--- src/rtl/uart_pkg.sv ---
// Shared UART definitions: receiver state encoding, frame constants,
// parity-mode constants shared with the uart_1 transmitter.
package uart_pkg;

    typedef enum logic [2:0] {
        ST_IDLE   = 3'd0,
        ST_START  = 3'd1,
        ST_DATA   = 3'd2,
        ST_PARITY = 3'd3,
        ST_STOP   = 3'd4,
        ST_BREAK  = 3'd5
    } uart_state_t;

    localparam int   DATA_BITS = 8;
    localparam logic START_LVL = 1'b0;
    localparam logic STOP_LVL  = 1'b1;

    // Parity mode selector values (PARITY_ODD parameter of uart_1 / uart_rx_1)
    localparam int PAR_MODE_EVEN = 0;
    localparam int PAR_MODE_ODD  = 1;

    // Parity bit the transmitter appends for a given byte and mode
    function automatic logic parity_of(input logic [7:0] d, input logic odd);
        return (^d) ^ odd;
    endfunction

endpackage

--- src/rtl/uart_sync_1.sv ---
// Two-flop synchronizer for the serial line; resets to the idle (high) level.
module uart_sync_1 (
    input  logic clk_1,
    input  logic rst_n_1,
    input  logic d_1,
    output logic q_1
);

    logic meta;

    // Double-register the asynchronous line
    always_ff @(posedge clk_1) begin
        if (!rst_n_1) begin
            meta <= 1'b1;
            q_1  <= 1'b1;
        end else begin
            meta <= d_1;
            q_1  <= meta;
        end
    end

endmodule

--- src/rtl/uart_rx_1.sv ---
// UART receiver: start, 8 data bits MSB first, parity, stop.
// Optional input synchronizer enabled by defining UART_RX_SYNC_EN
// (adds 2 cycles to every latency).
module uart_rx_1 #(
    parameter int CLKS_PER_BIT = 1,
    parameter int PARITY_ODD   = 0
) (
    input  logic       clk_1,
    input  logic       rst_n_1,
    input  logic       rx_1,
    output logic [7:0] dout_1,
    output logic       valid_1,
    output logic       parity_err_1,
    output logic       frame_err_1,
    output logic       busy_1
);
    import uart_pkg::*;

    localparam int TW = $clog2(CLKS_PER_BIT + 1);
    localparam logic [TW-1:0] T_FULL = TW'(CLKS_PER_BIT - 1);
    // Half-bit delay from detection to the mid-bit start sample
    localparam logic [TW-1:0] T_HALF = (CLKS_PER_BIT > 1) ? TW'(CLKS_PER_BIT / 2 - 1) : '0;
    localparam logic PAR_ODD = (PARITY_ODD != PAR_MODE_EVEN);

    logic        rx_s;
    uart_state_t state_q, state_d;
    logic [TW-1:0] timer_q, timer_d;
    logic [2:0]  bit_cnt;
    logic [7:0]  shreg;
    logic        par_mis;
    logic        tick;
    logic        ld_shift, ld_par, ld_out, ld_ferr;

`ifdef UART_RX_SYNC_EN
    uart_sync_1 u_sync (
        .clk_1   (clk_1),
        .rst_n_1 (rst_n_1),
        .d_1     (rx_1),
        .q_1     (rx_s)
    );
`else
    assign rx_s = rx_1;
`endif

    assign tick   = (timer_q == '0);
    assign busy_1 = (state_q != ST_IDLE);

    // State and bit-timer register
    always_ff @(posedge clk_1) begin
        if (!rst_n_1) begin
            state_q <= ST_IDLE;
            timer_q <= '0;
        end else begin
            state_q <= state_d;
            timer_q <= timer_d;
        end
    end

    // Next-state, bit timing and datapath strobes
    always_comb begin
        state_d  = state_q;
        timer_d  = timer_q;
        ld_shift = 1'b0;
        ld_par   = 1'b0;
        ld_out   = 1'b0;
        ld_ferr  = 1'b0;
        case (state_q)
            ST_IDLE: begin
                if (rx_s == START_LVL) begin
                    if (CLKS_PER_BIT == 1) begin
                        // Detecting sample is already the start-bit sample
                        state_d = ST_DATA;
                        timer_d = T_FULL;
                    end else begin
                        state_d = ST_START;
                        timer_d = T_HALF;
                    end
                end
            end
            ST_START, ST_DATA, ST_PARITY, ST_STOP: begin
                if (!tick) begin
                    timer_d = timer_q - 1'b1;
                end else begin
                    timer_d = T_FULL;
                    case (state_q)
                        ST_START:  state_d = (rx_s == START_LVL) ? ST_DATA : ST_IDLE;
                        ST_DATA: begin
                            ld_shift = 1'b1;
                            if (bit_cnt == 3'(DATA_BITS - 1)) state_d = ST_PARITY;
                        end
                        ST_PARITY: begin
                            ld_par  = 1'b1;
                            state_d = ST_STOP;
                        end
                        default: begin
                            if (rx_s == STOP_LVL) begin
                                ld_out  = 1'b1;
                                state_d = ST_IDLE;
                            end else begin
                                ld_ferr = 1'b1;
                                state_d = ST_BREAK;
                            end
                        end
                    endcase
                end
            end
            ST_BREAK: begin
                // Line must return high before another start is accepted
                if (rx_s == STOP_LVL) state_d = ST_IDLE;
            end
            default: state_d = ST_IDLE;
        endcase
    end

    // Shift register, parity check and registered outputs
    always_ff @(posedge clk_1) begin
        if (!rst_n_1) begin
            shreg        <= '0;
            bit_cnt      <= '0;
            par_mis      <= 1'b0;
            dout_1       <= '0;
            valid_1      <= 1'b0;
            parity_err_1 <= 1'b0;
            frame_err_1  <= 1'b0;
        end else begin
            valid_1      <= ld_out;
            parity_err_1 <= ld_out & par_mis;
            frame_err_1  <= ld_ferr;
            if (ld_shift) begin
                shreg   <= {shreg[6:0], rx_s};
                bit_cnt <= bit_cnt + 3'd1;
            end
            if (ld_par) par_mis <= (rx_s != parity_of(shreg, PAR_ODD));
            if (ld_out) dout_1 <= shreg;
        end
    end

endmodule

--- config.mk ---
export PLATFORM = sky130hd
export DESIGN_NAME = uart_rx_1
export DESIGN_NICKNAME = d
export VERILOG_FILES = /design/src/rtl/uart_pkg.sv /design/src/rtl/uart_sync_1.sv /design/src/rtl/uart_rx_1.sv
export SDC_FILE = /design/constraint.sdc
export NUM_CORES = 1
export LEC_CHECK = 0
export CAP_MARGIN = 5
export CORE_MARGIN = 5
export CORE_UTILIZATION = 50
export DETAILED_ROUTE_END_ITERATION = 10
export PLACE_DENSITY = 0.74
export SLEW_MARGIN = 20
export SYNTH_ARGS = -nofsm -noshare
export SYNTH_HDL_FRONTEND = slang
export SYNTH_SLANG_ARGS = --single-unit
--- constraint.sdc ---
create_clock -name clk_1 -period 3.7 [get_ports clk_1]
set_clock_uncertainty 0.05 [all_clocks]
set_input_delay 0.555 -clock clk_1 [delete_from_list [all_inputs] [get_ports clk_1]]
set_output_delay 0.555 -clock clk_1 [all_outputs]
set_load 0.05 [all_outputs]
==> flow_summary_export.csv <==
group,metric,value,unit
clock_tree,ctsResizeCount,0,
drt,drt_wl_total,1728,microns
power,total_power,0.0004584,W
cells_and_area,nets,124,
global_route,grt_max_degree,28,
synth,yosys.area_share.simple,22.48,%
status,outcome,"finished clean",
drt,drtIter0Drc,10,
worst_setup_path,rrSetupSlack,2.10,ns
clock_tree,cts_tree,"built",
hold_path,worstHoldPathType,"reg2reg",
global_route,gr-usage-all-layers,12.42,%
cells_and_area,drive_above_1_share,5.085,%
synth,ys.flop_type,"dfxtp_1",
hold_path,min_path_cells,2,
drt,drt_first_pass_iters,4,
sta,min_period,2.375,ns
worst_setup_path,r2r-end,"bit_cnt[0]",
synth,yosys_warnings,0,
clock_tree,cts_buffer_depth,2,
place,routabilityCongestion,0.6720,
synth,synthAdderAreaFrac,2.317,%
synth,seq_area_frac_synth,48.20,%
floorplan,core,2002,sq um
clock_tree,cts_root_buffer,"clkbuf_4",
clock_tree,cts.sinks,26,
sta,final.setup.tns,0,ns
clock_tree,clk_latency,0.31,ns
worst_setup_path,critPathRequiredTime,3.09,ns
synth,synth_compound_area_share,7.532,%
clock_tree,h-tree-depth,1,
worst_setup_path,critPathKind,"reg2out",
cells_and_area,area_delta_synth_final,17.26,%
power,p_leak,0.4857,nW
clock_tree,cts_hold_buffers,0,
global_route,grt_pass1_vias,698,
worst_setup_path,start_kind,"flop",
place,placed_cells,141,
worst_setup_path,cp-end-kind,"output pin",
sta,drv_slew,0,
synth,synthMuxAreaShare,10.31,%
place,dp_hpwl,1222,microns
synth,synth_top_family_by_area,"simple AND/OR/NAND/NOR gates",
synth,synth_xor_area_share,6.952,%
clock_tree,clk_pin_slew,0.13,ns
global_route,grt_pass1_wl,3084,microns
synth,syn_area_per_cell,10.38,sq um
synth,async_flop_share,0,%
drt,antenna_left,0,
synth,syn-num-nets,109,
worst_setup_path,worstReg2RegStart,"state_q[1]",
sta,finalCritPeriodShare,64.19,%
sta,setup_viol,0,
worst_setup_path,worstPathArrival,1.77,ns
flow_run,cap_viol_max_count,0,
sta,rsz0062_at_grt,"no",
clock_tree,cts-buffers-inserted,3,
clock_tree,cts_setup_buffers,0,
synth,synth_cell_types,26,
synth,postSynthCellCount,104,
worst_setup_path,ff2ff_path_depth,3,
sta,final_hold_viol_count,0,
sta,worst_pin_slew,0.7546,ns
hold_path,holdCritStartpoint,"dout_1[0]",
drt,viasPerCell,4.972,
place,port_buffers,14,
global_route,gr-total-overflow,0,
floorplan,fp.dieW,56.47,microns
global_route,antenna_found_initial,0,
synth,ys_seq_elements,26,
hold_path,whs_endpoint,"dout_1[0]",
floorplan,io_pins,15,
power,powerDensity,362.1,nW/um^2
floorplan,initial_core_util,53.94,%
floorplan,fp.dieH,56.47,microns
synth,synth_area,1080,sq um
cells_and_area,diodes,0,
sta,max_slew_margin,49.64,%
drt,vias,721,
cells_and_area,fin_cells,145,
worst_setup_path,crit_fanout,5,
cells_and_area,final_cell_mix,"dfxtp_1 (26), nand2_1 (18), clkdlybuf4s50_1 (14), nor2b_1 (11), mux2i_1 (10)",
synth,synth_edf_count,0,
sta,max_freq,0.4211,GHz
floorplan,rows,16,
drt,routedWlPerCell,11.92,microns
drt,drcViolationCount,0,
floorplan,die_area,3189,sq um
cells_and_area,layout_commonest_cell,"dfxtp_1",
power,vdd_ir_drop_max,0.3138,mV
-- worst max path at each step --
stage,start,end,slack (ns),cells after the start
after floorplan,state_q[0],busy_1,2.17,1
after global placement,rst_n_1,par_mis,1.62,4
after detailed placement,rst_n_1,par_mis,1.60,4
after CTS,state_q[0],busy_1,1.31,2
after global routing,state_q[0],busy_1,1.23,2
final,state_q[0],busy_1,1.33,2
-- state kept, by name (all words and copies together), names as in the netlist --
signal	count
bit_cnt	3
valid_1	1
par_mis	1
parity_err_1	1
dout_1	8
state_q	3
shreg	8
frame_err_1	1
-- metrics by stage --
| stage | util [%] | area (sq um) | setup WS [ns] | hold slack, ns |
|---|---|---|---|---|
| floorplan | - | 1080 | 2.170 | 0.4024 |
| global placement | 61.44 | 1230 | 1.621 | 0.4061 |
| detailed placement | 61.44 | 1230 | 1.596 | 0.4104 |
| CTS | 63.25 | 1266 | 1.308 | 0.4304 |
| global route | 63.25 | 1266 | 1.226 | 0.4402 |
| finish | 63.25 | 1266 | 1.325 | 0.4257 |
-- logic make-up after synthesis --
logic type               after synthesis
flip-flops                            26
adder cells (fa/ha/maj)                2
multiplexers                          11
XOR/XNOR                               7
AO/OA/AOI/OAI                         11
buffers and inverters                  4
AND/OR/NAND/NOR                       43
-- report_power, final --
part / switching (W) / total (W) / internal (W)
combinational: 0.0000166 / 0.0000338 / 0.0000172
clock: 0.0000771 / 0.000137 / 0.0000601
sequential: 0.00000354 / 0.000287 / 0.000284
-- cell type report --
class / count / area (sq um)
Fill cell: 170 / 735.7
Multi-Input combinational cell: 74 / 535.5
Sequential cell: 26 / 520.5
Timing Repair Buffer: 14 / 140.1
Clock buffer: 4 / 36.28
Tap cell: 27 / 33.78
-- per-layer routing --
metal	routed length, microns	vias to the layer above	track usage (%)
li1	-	380	-
met3	84	2	4.817
met4	18	0	4.068
met2	829	9	20.79
met1	795	330	14.39
met5	0	-	0
-- synth_stat cells, types with 2 or more instances --
cell type | instances | area, sq um
ha_1 | 2 | 25.02
mux2i_1 | 10 | 100.1
xor2_1 | 3 | 26.28
nor2b_1 | 11 | 68.82
dfxtp_1 | 26 | 520.5
nor3b_1 | 2 | 15.01
xnor2_1 | 3 | 26.28
nand2_1 | 18 | 67.56
a21boi_0 | 8 | 60.06
clkbuf_1 | 2 | 7.510
and2_1 | 3 | 18.77
and3_1 | 2 | 12.51
-- critical path, stage by stage, from the launching register on --
cell             delay [ns]
dfxtp_1                0.38
or3_1                  0.37
clkdlybuf4s50_1        0.70
Power figures use the tool's default switching activity.
==> edit: new RTL, same settings <==
Change the parameter `PARITY_ODD` from 0 to 1.
--- a/src/rtl/uart_rx_1.sv
+++ b/src/rtl/uart_rx_1.sv
@@ -3,7 +3,7 @@
 // (adds 2 cycles to every latency).
 module uart_rx_1 #(
     parameter int CLKS_PER_BIT = 1,
-    parameter int PARITY_ODD   = 0
+    parameter int PARITY_ODD   = 1
 ) (
     input  logic       clk_1,
     input  logic       rst_n_1,
Behaviour: no difference found for any inputs over 10 cycles, from zero or initial values and one cycle with rst_n_1 low; that may be too few to reach the edited logic, so the function may still have changed.
==> edit against the unedited design <==
  * Sequential cell count unchanged
  * Register-to-register slack worse by 0.02 ns
  * Wire length is essentially flat
  * Largest power group unchanged
  * Die area decreased by 0.85%
  * Area after synthesis decreased by 1.0%
  * Setup slack worse by 0.0079 ns
  * Count of clock-buffer cells in the layout down 1
  * First-iteration DRC count shrank 90%
  * Final area rose by 0.40%
  * Global-route usage up 0.083 points
  * Total power grew 13%
==> edit: results (changes against the unedited design) <==
Status
  – Outcome: finished clean

Global routing
  – First-pass GRT wire length: 3118 um (+1.1%)
  – Largest net degree at the start of global routing: 27 (-3.6%)
  – Gr usage total: 12.51% (+0.083 points)
  – Vias in the first global route: 643 (-7.9%)

Hold path
  – Hold worst-path end: dout_1[7]
  – Min-delay src: dout_1[7]

Critical path
  – Critical Path AT: around 1.8 ns
  – Reg-to-reg slack, setup: 2.08 ns (-0.02 ns)
  – RR Endpoint: bit_cnt[1]
  – Worst Path Max Fanout: 5 (unchanged)
  – Reg2reg start: state_q[1]
  – Critical-path top delay cell: clkdlybuf4s50_1

Final layout
  – Final layout net count: 122 (-1.6%)
  – Layout cell share with drive strength beyond 1: 5.172% (+0.088 points)
  – Top Registers: dout_1: 8 flops, shreg: 8 flops
  – Filler instances: 169 (-0.59%)

Clock network
  – CTS root buf: clkbuf_4
  – Worst-path clk slew: 0.13 ns (about the same)
  – Clk_lat worst skew: 0.32 ns
  – CTS H-tree lvls: 1 (unchanged)
  – Setup bufs post-CTS: 0 (unchanged)

Synth
  – Synth top cells by count: 26 x dfxtp_1, 16 x nand2_1, 11 x nor2b_1
  – Seq/Total Area, Yosys: 48.71% (+0.51 points)
  – Syn_nets: 107 (-1.8%)
  – Top post-synthesis cells by area: dfxtp_1 49%, mux2i_1 9.4%, nor2b_1 6.4%, a21boi_0 5.6%, nand2_1 5.6%
  – Yosys cell types: 25 (-3.8%)

Route
  – Vias post-DR: 716 (-0.69%)
  – TritonRoute pass-1 iters: 3 (-1)
  – Iter 0 DRT Violations: 1 (-9)
  – Final WL: 1729 um (about the same)

Pwr
  – Peak supply drop: 370.5 uV (+18%)
  – Int Pwr: 412.1 uW (+14%)
  – Leak Pwr: 0.0004834 uW (-0.48%)

Placement
  – Post-place setup slack: 1.675 ns (+0.07921 ns)
  – Dpl hpwl: 1121 um (-8.2%)
  – RePlAce Congestion: 0.6931 (+3.1%)

STA
  – Fin Hold WS: 0.4266 ns (+0.0009460 ns)
  – Worst-Margin Slew: 0.7512 ns (-0.003419 ns)
-- edit: cell types whose count changed in the layout (fill, tap and decap cells not counted), sizes merged --
| cell | unedited run | this run |
|---|---|---|
| and2 | 3 | 2 |
| clkbuf | 4 | 3 |
| o221ai | 1 | 0 |
| bufinv | 0 | 1 |
| o21ai | 0 | 1 |
| nand3b | 1 | 0 |
| nand2 | 18 | 16 |
| a21oi | 1 | 2 |
| xnor2 | 3 | 5 |
| xor2 | 3 | 2 |
-- edit: routing by layer --
layer | track usage [%] | part of all wire (%)
met5 | 0 | 0
met4 | 3.051 | 0.69
met3 | 4.872 | 4.3
met2 | 18.86 | 45
met1 | 16.71 | 50
-- edit: worst max-delay path by stage --
stage,startpoint,end,slack [ns],cells after the start
6_report,state_q[0],busy_1,1.32,2
5_1_grt,state_q[2],busy_1,1.24,2
4_1_cts,state_q[0],busy_1,1.31,2
3_5_place_dp,state_q[0],busy_1,1.68,2
3_3_place_gp,state_q[0],busy_1,1.69,2
2_1_floorplan,state_q[0],busy_1,2.17,1
-- edit: per-stage QoR --
step           power [uW]  instance area, sq um  utilization, %  std cells
2_1_floorplan       321.4                  1069               -        102
3_3_place_gp        327.9                  1219           60.88        139
3_5_place_dp        329.1                  1219           60.88        139
4_1_cts             522.3                  1271           63.50        143
5_1_grt             542.3                  1271           63.50        143
6_report            516.7                  1271           63.50        143
-- edit: worst max-delay path, delay by kind of cell (launching register included) --
| kind | cells | cell delay [ns] |
|---|---|---|
| buf+inv | 1 | 0.70 |
| flops | 1 | 0.38 |
| simple gates | 1 | 0.37 |
-- edit: power groups by stage --
stage	sequential [uW]	clock [uW]	combinational, uW
finish	288	193	35.6
global placement	293	0	34.5
CTS	288	198	36.0
detailed placement	294	0	35.2
global route	289	215	38.6
floorplan	293	0	28.4
-- edit: logic make-up (layout without fill, tap and decap cells) --
logic type	Yosys count	in the layout	synth area share, %
AOI/OAI and AO/OA	12	12	7.728
xor gates and xnor gates	8	8	7.845
adders and majority gates	2	2	2.342
buffers and inverters	4	18	2.225
DFF	26	26	48.71
muxes	11	11	10.42
and+or+nand+nor	39	39	20.73
-- edit: layout make-up --
cell class                      instances  area, sq um  area share [%]
Multi-Input combinational cell         72        524.3           41.24
Clock buffer                            3        22.52           1.772
Sequential cell                        26        520.5           40.94
Tap cell                               27        33.78           2.657
Timing Repair Buffer                   14        140.1           11.02
Clock inverter                          1        30.03           2.362
